### config.mk
export PLATFORM = sky130hd
export DESIGN_NAME = sys_support_ctl
export DESIGN_NICKNAME = d
export VERILOG_FILES = /design/src/rtl/sys_support_pkg.sv /design/src/rtl/sys_support_ctl_btn_debounce.sv /design/src/rtl/sys_support_ctl.sv
export SDC_FILE = /design/constraint.sdc
export NUM_CORES = 1
export LEC_CHECK = 0
export CORE_MARGIN = 1
export CORE_UTILIZATION = 35
export CTS_BUF_LIST = sky130_fd_sc_hd__clkbuf_4 sky130_fd_sc_hd__clkbuf_8
export CTS_CLUSTER_SIZE = 14
export DETAILED_ROUTE_END_ITERATION = 16
export GPL_ROUTABILITY_DRIVEN = 0
export SLEW_MARGIN = 10
export SYNTH_ARGS = -nofsm -noshare
export SYNTH_HDL_FRONTEND = slang
export SYNTH_SLANG_ARGS = --single-unit
### constraint.sdc
create_clock -name clk -period 5.05 [get_ports clk]
set_clock_uncertainty 0.2 [all_clocks]
set_input_delay 0.7575 -clock clk [delete_from_list [all_inputs] [get_ports clk]]
set_output_delay 0.7575 -clock clk [all_outputs]
set_load 0.03 [all_outputs]
### src/rtl/sys_support_pkg.sv
// Shared state encoding and button indices for the board support/reset controller.
package sys_support_pkg;

  typedef enum logic [2:0] {
    S_DCM   = 3'd0,
    S_LPDDR = 3'd1,
    S_CALIB = 3'd2,
    S_RESET = 3'd3,
    S_BOOT  = 3'd4,
    S_RUN   = 3'd5
  } state_t;

  localparam int BTN_RESET = 0;
  localparam int BTN_BOOT  = 1;
  localparam int BTN_HALT  = 2;
  localparam int BTN_INT   = 3;

  function automatic int max_of(input int a, input int b);
    return (a > b) ? a : b;
  endfunction

endpackage

### src/rtl/sys_support_ctl_btn_debounce.sv
// One-bit button debouncer: 2-flop synchroniser followed by a stability counter
// that must see 2^DEBOUNCE_W consecutive mismatching cycles before the output follows.
module btn_debounce #(
  parameter int DEBOUNCE_W = 16
) (
  input  logic clk,
  input  logic reset_n,
  input  logic raw,
  output logic db
);

  logic                  meta;
  logic                  sync;
  logic [DEBOUNCE_W-1:0] cnt;

  always_ff @(posedge clk or negedge reset_n) begin
    if (!reset_n) begin
      meta <= 1'b0;
      sync <= 1'b0;
      cnt  <= '0;
      db   <= 1'b0;
    end else begin
      meta <= raw;
      sync <= meta;
      // any return to the current level restarts the window
      if (sync == db) begin
        cnt <= '0;
      end else if (cnt == '1) begin
        db  <= sync;
        cnt <= '0;
      end else begin
        cnt <= cnt + 1'b1;
      end
    end
  end

endmodule

### src/rtl/sys_support_ctl.sv
// Board support sequencer: DCM/LPDDR/CPU reset ordering, button controls, cpu_ce divider.
// Optional calibration watchdog enabled by defining CALIB_TIMEOUT_EN.
module sys_support_ctl
  import sys_support_pkg::*;
#(
  parameter int NBTN       = 4,
  parameter int DEBOUNCE_W = 16,
  parameter int DIV_W      = 4,
  parameter int DCM_HOLD   = 64,
  parameter int LPDDR_HOLD = 32,
  parameter int RESET_HOLD = 1024,
  parameter int BOOT_HOLD  = 16,
  parameter int TMO_W      = 20
) (
  input  logic             clk,
  input  logic             reset_n,
  input  logic [NBTN-1:0]  button_in,
  input  logic             calib_done,
  input  logic [DIV_W-1:0] div_sel,
  output logic [NBTN-1:0]  btn_db,
  output logic             dcm_reset,
  output logic             lpddr_reset,
  output logic             sys_reset,
  output logic             boot,
  output logic             halt,
  output logic             interrupt,
  output logic             cpu_ce,
  output logic             calib_err,
  output logic [2:0]       state
);

  localparam int HOLD_MAX = max_of(max_of(DCM_HOLD, LPDDR_HOLD), max_of(RESET_HOLD, BOOT_HOLD));
  localparam int HOLD_W   = $clog2(HOLD_MAX + 1);

  state_t              cur_state;
  state_t              nxt_state;
  logic [HOLD_W-1:0]   hold_cnt;
  logic [HOLD_W-1:0]   hold_nxt;
  logic                calib_meta;
  logic                calib_sync;
  logic [DIV_W-1:0]    ce_cnt;
  logic                prev_reset;
  logic                prev_boot;
  logic                prev_int;
  logic                rise_reset;
  logic                rise_boot;
  logic                rise_int;
`ifdef CALIB_TIMEOUT_EN
  logic [TMO_W-1:0]    tmo_cnt;
`endif

  for (genvar i = 0; i < NBTN; i++) begin : g_btn
    btn_debounce #(.DEBOUNCE_W(DEBOUNCE_W)) u_debounce (
      .clk     (clk),
      .reset_n (reset_n),
      .raw     (button_in[i]),
      .db      (btn_db[i])
    );
  end

  assign rise_reset = btn_db[BTN_RESET] & ~prev_reset;
  assign rise_boot  = btn_db[BTN_BOOT]  & ~prev_boot;
  assign rise_int   = btn_db[BTN_INT]   & ~prev_int;
  assign state      = cur_state;

  always_comb begin
    nxt_state = cur_state;
    case (cur_state)
      S_DCM:   if (hold_cnt == HOLD_W'(DCM_HOLD - 1))   nxt_state = S_LPDDR;
      S_LPDDR: if (hold_cnt == HOLD_W'(LPDDR_HOLD - 1)) nxt_state = S_CALIB;
      S_CALIB: begin
        if (calib_sync) nxt_state = S_RESET;
`ifdef CALIB_TIMEOUT_EN
        else if (tmo_cnt == '1) nxt_state = S_LPDDR;
`endif
      end
      S_RESET: if (hold_cnt == HOLD_W'(RESET_HOLD - 1)) nxt_state = S_BOOT;
      S_BOOT:  if (hold_cnt == HOLD_W'(BOOT_HOLD - 1))  nxt_state = S_RUN;
      S_RUN: begin
        if (!calib_sync)                  nxt_state = S_CALIB;
        else if (rise_reset || rise_boot) nxt_state = S_RESET;
      end
      default: nxt_state = S_DCM;
    endcase
    hold_nxt = (nxt_state != cur_state) ? '0 : hold_cnt + 1'b1;
  end

  // Outputs are registered from the next state so they change on the same edge as state.
  always_ff @(posedge clk or negedge reset_n) begin
    if (!reset_n) begin
      cur_state   <= S_DCM;
      hold_cnt    <= '0;
      calib_meta  <= 1'b0;
      calib_sync  <= 1'b0;
      prev_reset  <= 1'b0;
      prev_boot   <= 1'b0;
      prev_int    <= 1'b0;
      dcm_reset   <= 1'b1;
      lpddr_reset <= 1'b1;
      sys_reset   <= 1'b1;
      boot        <= 1'b0;
      halt        <= 1'b0;
      interrupt   <= 1'b0;
    end else begin
      cur_state   <= nxt_state;
      hold_cnt    <= hold_nxt;
      calib_meta  <= calib_done;
      calib_sync  <= calib_meta;
      prev_reset  <= btn_db[BTN_RESET];
      prev_boot   <= btn_db[BTN_BOOT];
      prev_int    <= btn_db[BTN_INT];
      dcm_reset   <= (nxt_state == S_DCM);
      lpddr_reset <= (nxt_state == S_DCM) || (nxt_state == S_LPDDR);
      sys_reset   <= (nxt_state != S_BOOT) && (nxt_state != S_RUN);
      boot        <= (nxt_state == S_BOOT);
      halt        <= (nxt_state == S_RUN) && btn_db[BTN_HALT];
      interrupt   <= (cur_state == S_RUN) && (nxt_state == S_RUN) && rise_int;
    end
  end

  always_ff @(posedge clk or negedge reset_n) begin
    if (!reset_n) begin
      ce_cnt <= '0;
      cpu_ce <= 1'b0;
    end else if (cur_state == S_DCM) begin
      ce_cnt <= '0;
      cpu_ce <= 1'b0;
    end else if (ce_cnt >= div_sel) begin
      ce_cnt <= '0;
      cpu_ce <= 1'b1;
    end else begin
      ce_cnt <= ce_cnt + 1'b1;
      cpu_ce <= 1'b0;
    end
  end

`ifdef CALIB_TIMEOUT_EN
  always_ff @(posedge clk or negedge reset_n) begin
    if (!reset_n) begin
      tmo_cnt   <= '0;
      calib_err <= 1'b0;
    end else begin
      tmo_cnt   <= ((cur_state == S_CALIB) && (nxt_state == S_CALIB)) ? tmo_cnt + 1'b1 : '0;
      calib_err <= calib_err | ((cur_state == S_CALIB) && (nxt_state == S_LPDDR));
    end
  end
`else
  assign calib_err = 1'b0;
`endif

endmodule

# Word-level counts from Yosys, hierarchy flattened
# Cells that the tools add are included.
[totals]
regBits = 106
in_bits = 11
out_inout_bits = 15
[classes]
n_addsub = 6
order_cmp = 1
eq_ne = 23
n_mux = 21
bitwise = 10
reduce_logical = 12
[ops]
columns = ["cell", "n"]
rows = [
  ["16-bit two-way mux", 8],
  ["16-bit by 1-bit adder with 16-bit output (second input constant)", 4],
  ["16-bit == test (second input constant)", 4],
  ["3-bit two-way mux", 7],
  ["3-bit case mux with 6 select lines", 1],
  ["3-bit == test (second input constant)", 4],
  ["11-bit by 1-bit adder with 11-bit output (second input constant)", 1],
  ["11-bit by 10-bit == test with 1-bit output (second input constant)", 1],
  ["11-bit by 4-bit == test with 1-bit output (second input constant)", 1],
  ["11-bit by 5-bit == test with 1-bit output (second input constant)", 1],
  ["11-bit by 6-bit == test with 1-bit output (second input constant)", 1],
  ["11-bit two-way mux", 1],
  ["4-bit two-way mux", 2],
  ["2-bit AND reduction", 4],
  ["1-bit inverter", 7],
  ["3-bit by 1-bit == test with 1-bit output (second input constant)", 2],
  ["3-bit by 2-bit == test with 1-bit output (second input constant)", 2],
  ["3-bit zero test", 2],
  ["3-bit inequality test (second input constant)", 2],
  ["4-bit by 1-bit adder with 4-bit output (second input constant)", 1],
  ["1-bit == test", 4],
  ["4-bit >= comparator", 1],
  ["1-bit logical AND", 4],
  ["1-bit AND", 3],
  ["other kinds (3)", 5],
]

# Logic depth before layout (Yosys ltp)
[logic_depth]
word_depth = 9
ltp_mapped = 7
mapped_depth_nobuf = 7

# By module
# Synthesis repeated with hierarchy kept, for this count alone.
[unflattened]
hier_cells = 483
area_unflattened_um2 = 4968.5
[by_module_without_submodules]
columns = ["module", "n_inst", "cells_each", "area_each_um2", "seq_area_each_um2"]
rows = [
  ["btn_debounce", 4, 85, 870.8, 475.5],
  ["sys_support_ctl", 1, 143, 1485.2, 754.5],
]

# Worst setup path before layout
# Ideal clock, no wire load.
[synth_timing]
path_kind = "in2reg"
startpoint = "input port div_sel[0]"
endpoint = "register ce_cnt[2]"
setup_ps = 72
t_arrival_ps = 1711
required_ps = 4778
path_slack_ps = 3067
cell_stages = 6
path_buffers = 0
path_cell_list = "ha_1 -> nand2b_1 -> a21o_1 -> a21oi_1 -> o211ai_1 -> nor2_1"
[synth_between]
elab_chain_cells = 3
[synth_lines]
columns = ["item", "line_no", "text"]
rows = [
  ["from (decl)", "sys_support_ctl.sv:19", "input logic [DIV_W-1:0] div_sel,"],
  ["4-bit >= comparator", "sys_support_ctl.sv:128", "end else if (ce_cnt >= div_sel) begin"],
  ["4-bit two-way mux", "sys_support_ctl.sv:128", ""],
  ["4-bit two-way mux", "sys_support_ctl.sv:125", "end else if (cur_state == S_DCM) begin"],
  ["to (signal assigned)", "sys_support_ctl.sv:132", "ce_cnt <= ce_cnt + 1'b1;"],
  ["to (decl)", "sys_support_ctl.sv:41", "logic [DIV_W-1:0] ce_cnt;"],
]
# No other way between the ends.
# A chain may end at the register's enable or synchronous reset.

# Worst setup path after layout
[layout_timing]
startpoint = "register cur_state[0], in the netlist state[0]"
endpoint = "output port state[0]"
[layout_lines]
columns = ["item", "line_no", "text"]
rows = [
  ["from (decl)", "sys_support_ctl.sv:35", "state_t cur_state;"],
  ["from (signal assigned)", "sys_support_ctl.sv:105", "cur_state <= nxt_state;"],
  ["to (decl)", "sys_support_ctl.sv:29", "output logic [2:0] state"],
]
# No word-level cell between the ends.

==> reports/results.ini <==
[clock_network]
clk-insertion-delay-late_ns=0.38
clk_pin_slew_worst_paths_ns=0.09
clk_path_buf_depth=2
h-tree-depth=3
post_cts_buffers=0
cts_tree=built
cts_resized=0
cts-root-buf=clkbuf_8
clkSinkCount=106
postCtsHoldBufs=0
cts_made_buffers=9

[floorplanning]
die_height_um=119
dieArea_sq_um=14300
initial_core_util_pct=36.2
die_x_um=119
ios=26
row_count=42
design.core.area_sq_um=13300

[placement]
hpwl_um=5420
io_buffers=24
placed_cells=650
postPlaceCellArea_sq_um=5190

[detailed_routing]
drt-vias-per-instance=4.62
routedWlPerCell_um=12.0
route.vias.total=3078
finalWirelength_um=8020
ant_nets=0
drcViolationCount=0
drtIter0Drc=161
dr.pass1.iters=4

[global_routing]
overflow=0
antenna_found_initial=0
grt_pass1_wl_um=14300
use_met2_pct=19.6
grt_util_met3_pct=2.87
grtUsageTotal_pct=12.6
grt_pass1_vias=3142
grt_use_met1_pct=16.4
grt_max_degree=78
busiest_layer=met2

[power]
switching_share_pct=21.3
power.net_switching_uw=332
vdd_drop_max_mv=0.143
power_leakage_uw=0.00239
power_frac_comb_pct=3.5
powerDensity_nw_per_um2=286
seq_power_share_pct=55.9
internal_power_uw=1220
p_clk_share_pct=40.6

[synth]
yosys-top-cells-area=dfrtp_1 53%, nor2_1 7.7%, xor2_1 7.1%, xnor2_1 5.8%, nand3_1 3.1%
syn_avg_cell_area_sq_um=10.4
synth_xor_area_share_pct=12.9
synth_top_family_by_area=simple AND/OR/NAND/NOR gates
synth_area_sq_um=4830
yosysUniqueCellTypes=41
synth_mux_area_share_pct=0.933
yosysWarnings=0
yosys_register_bits=106
yosysSeqAreaShare_pct=55.0
yosys.area.top_type_share_pct=53.4
post_synth_and_or_nand_nor_area_fraction_pct=22.2
async_flop_share_pct=100
synth_flop_cell=dfrtp_1
synthCells=464
synth_compound_area_share_pct=2.49
synth_adder_area_share_pct=2.59
synth_top_cell_by_area=dfrtp_1
synth_edf_count=0
synth_fp_nets=485

[final_layout]
regArea_sq_um=2660
fillCellCount=1290
multi_input_area_sq_um=1990
antenna_cells=0
stdcell_area_sq_um=5440
syn2layout_area_growth_pct=12.6
stdcell_count=666
final_common_cell=dfrtp_1
fin_nets=506
drive_above_1_share_pct=7.35
final_util_pct=40.7
final_cell_mix=103 x dfrtp_1, 99 x nor2_1, 39 x xor2_1

[timing]
min_period_over_period_pct=52.3
rsz0062_at_grt=false
finalSetupViolCount=0
tns_ns=0
finalMaxSlewViolations=0
tightest_slew_ns=0.955
relSlewSlack_pct=36.3
hold_viol_final=0
fin_crit_ns=2.64
max_clock_freq_mhz=379

[critical_path]
slowest_stage=clkdlybuf4s50_1
crit_chain=clkdlybuf4s50_1
rr_worst_depth=6
rrSetupSlack_ns=2.91
cp-end-kind=output port
crit_type=reg -> out
rr_endpoint=g_btn[3].u_debounce.cnt[5]$_DFF_PN0_
arrival_ns=1.68
critPathTopFamily=buffers and inverters
start_kind=flop
crit_required_ns=4.09
r2r_start=g_btn[3].u_debounce.cnt[0]$_DFF_PN0_
crit_fanout=12
cp_num_buf_inv=1
worst_path_largest_cell_delay_ns=0.75

[worst_hold_path]
hold_path_end=g_btn[2].u_debounce.sync$_DFF_PN0_
min_delay_path_depth=0
hp-class=reg -> reg
min_from=g_btn[2].u_debounce.meta$_DFF_PN0_

[run_status]
outcome=completed

[run]
drv_cap=0

## through the flow
stage | hold WS (ns) | power, uW | worst slack, ns
after floorplan | 0.131 | 911 | 3.07
after global placement | 0.137 | 941 | 2.57
after detailed placement | 0.135 | 942 | 2.51
after CTS | 0.158 | 1580 | 2.38
after global routing | 0.164 | 1620 | 2.34
final | 0.151 | 1550 | 2.41
## state kept, by name, indices dropped and copies added (netlist names), 3 cells and up
signal,flops
state,3
ce_cnt,4
hold_cnt,11
g_btn.u_debounce.meta,4
g_btn.u_debounce.db,4
g_btn.u_debounce.sync,4
g_btn.u_debounce.cnt,64
## synthesized netlist by cell type (6+ instances only)
| library cell | count |
|---|---|
| dfrtp_1 | 103 |
| nor2_1 | 99 |
| xor2_1 | 39 |
| nand2_1 | 32 |
| xnor2_1 | 32 |
| nand3_1 | 30 |
| inv_1 | 21 |
| nand4_1 | 15 |
| and3_1 | 10 |
| ha_1 | 10 |
| nand2b_1 | 8 |
| and4_1 | 6 |
| buf_4 | 6 |
## area by class of cell
cell class	count	area share [%]
Clock buffer	10	2.53
Clock inverter	6	2.07
Inverter	21	1.45
Multi-Input combinational cell	322	36.5
Sequential cell	106	48.9
Tap cell	176	4.05
Timing Repair Buffer	25	4.51
## how the worst max path moves through the flow
stage | startpoint | end | cells after the start
detailed placement | div_sel[0] | ce_cnt[1]$_DFF_PN0_ | 7
finish | state[0]$_DFF_PN0_ | state[0] | 1
floorplan | div_sel[0] | ce_cnt[2]$_DFF_PN0_ | 6
CTS | state[1]$_DFF_PN0_ | state[1] | 1
global placement | div_sel[0] | ce_cnt[3]$_DFF_PN0_ | 7
global route | state[0]$_DFF_PN0_ | state[0] | 1
## power groups by stage
stage	Clock [uW]	Sequential, uW	Combinational [uW]
final	631	869	54.1
after floorplan	0	884	27.0
after detailed placement	0	886	56.4
after CTS	654	869	56.7
after global routing	686	872	63.9
after global placement	0	886	55.3
## cells by family after synthesis
group,Yosys count
buf+inv,36
mux,4
fa+ha+maj,10
compound gates,14
simple gates,222
flops,106
xor+xnor,71
other cells,1
## layer usage
metal / share of wire (%) / up-vias
li1: - / 1550
met1: 48 / 1482
met2: 46 / 33
met3: 3.2 / 13
met4: 2.0 / 0
met5: 0 / -
No activity file was read; power rests on OpenSTA's default activity.
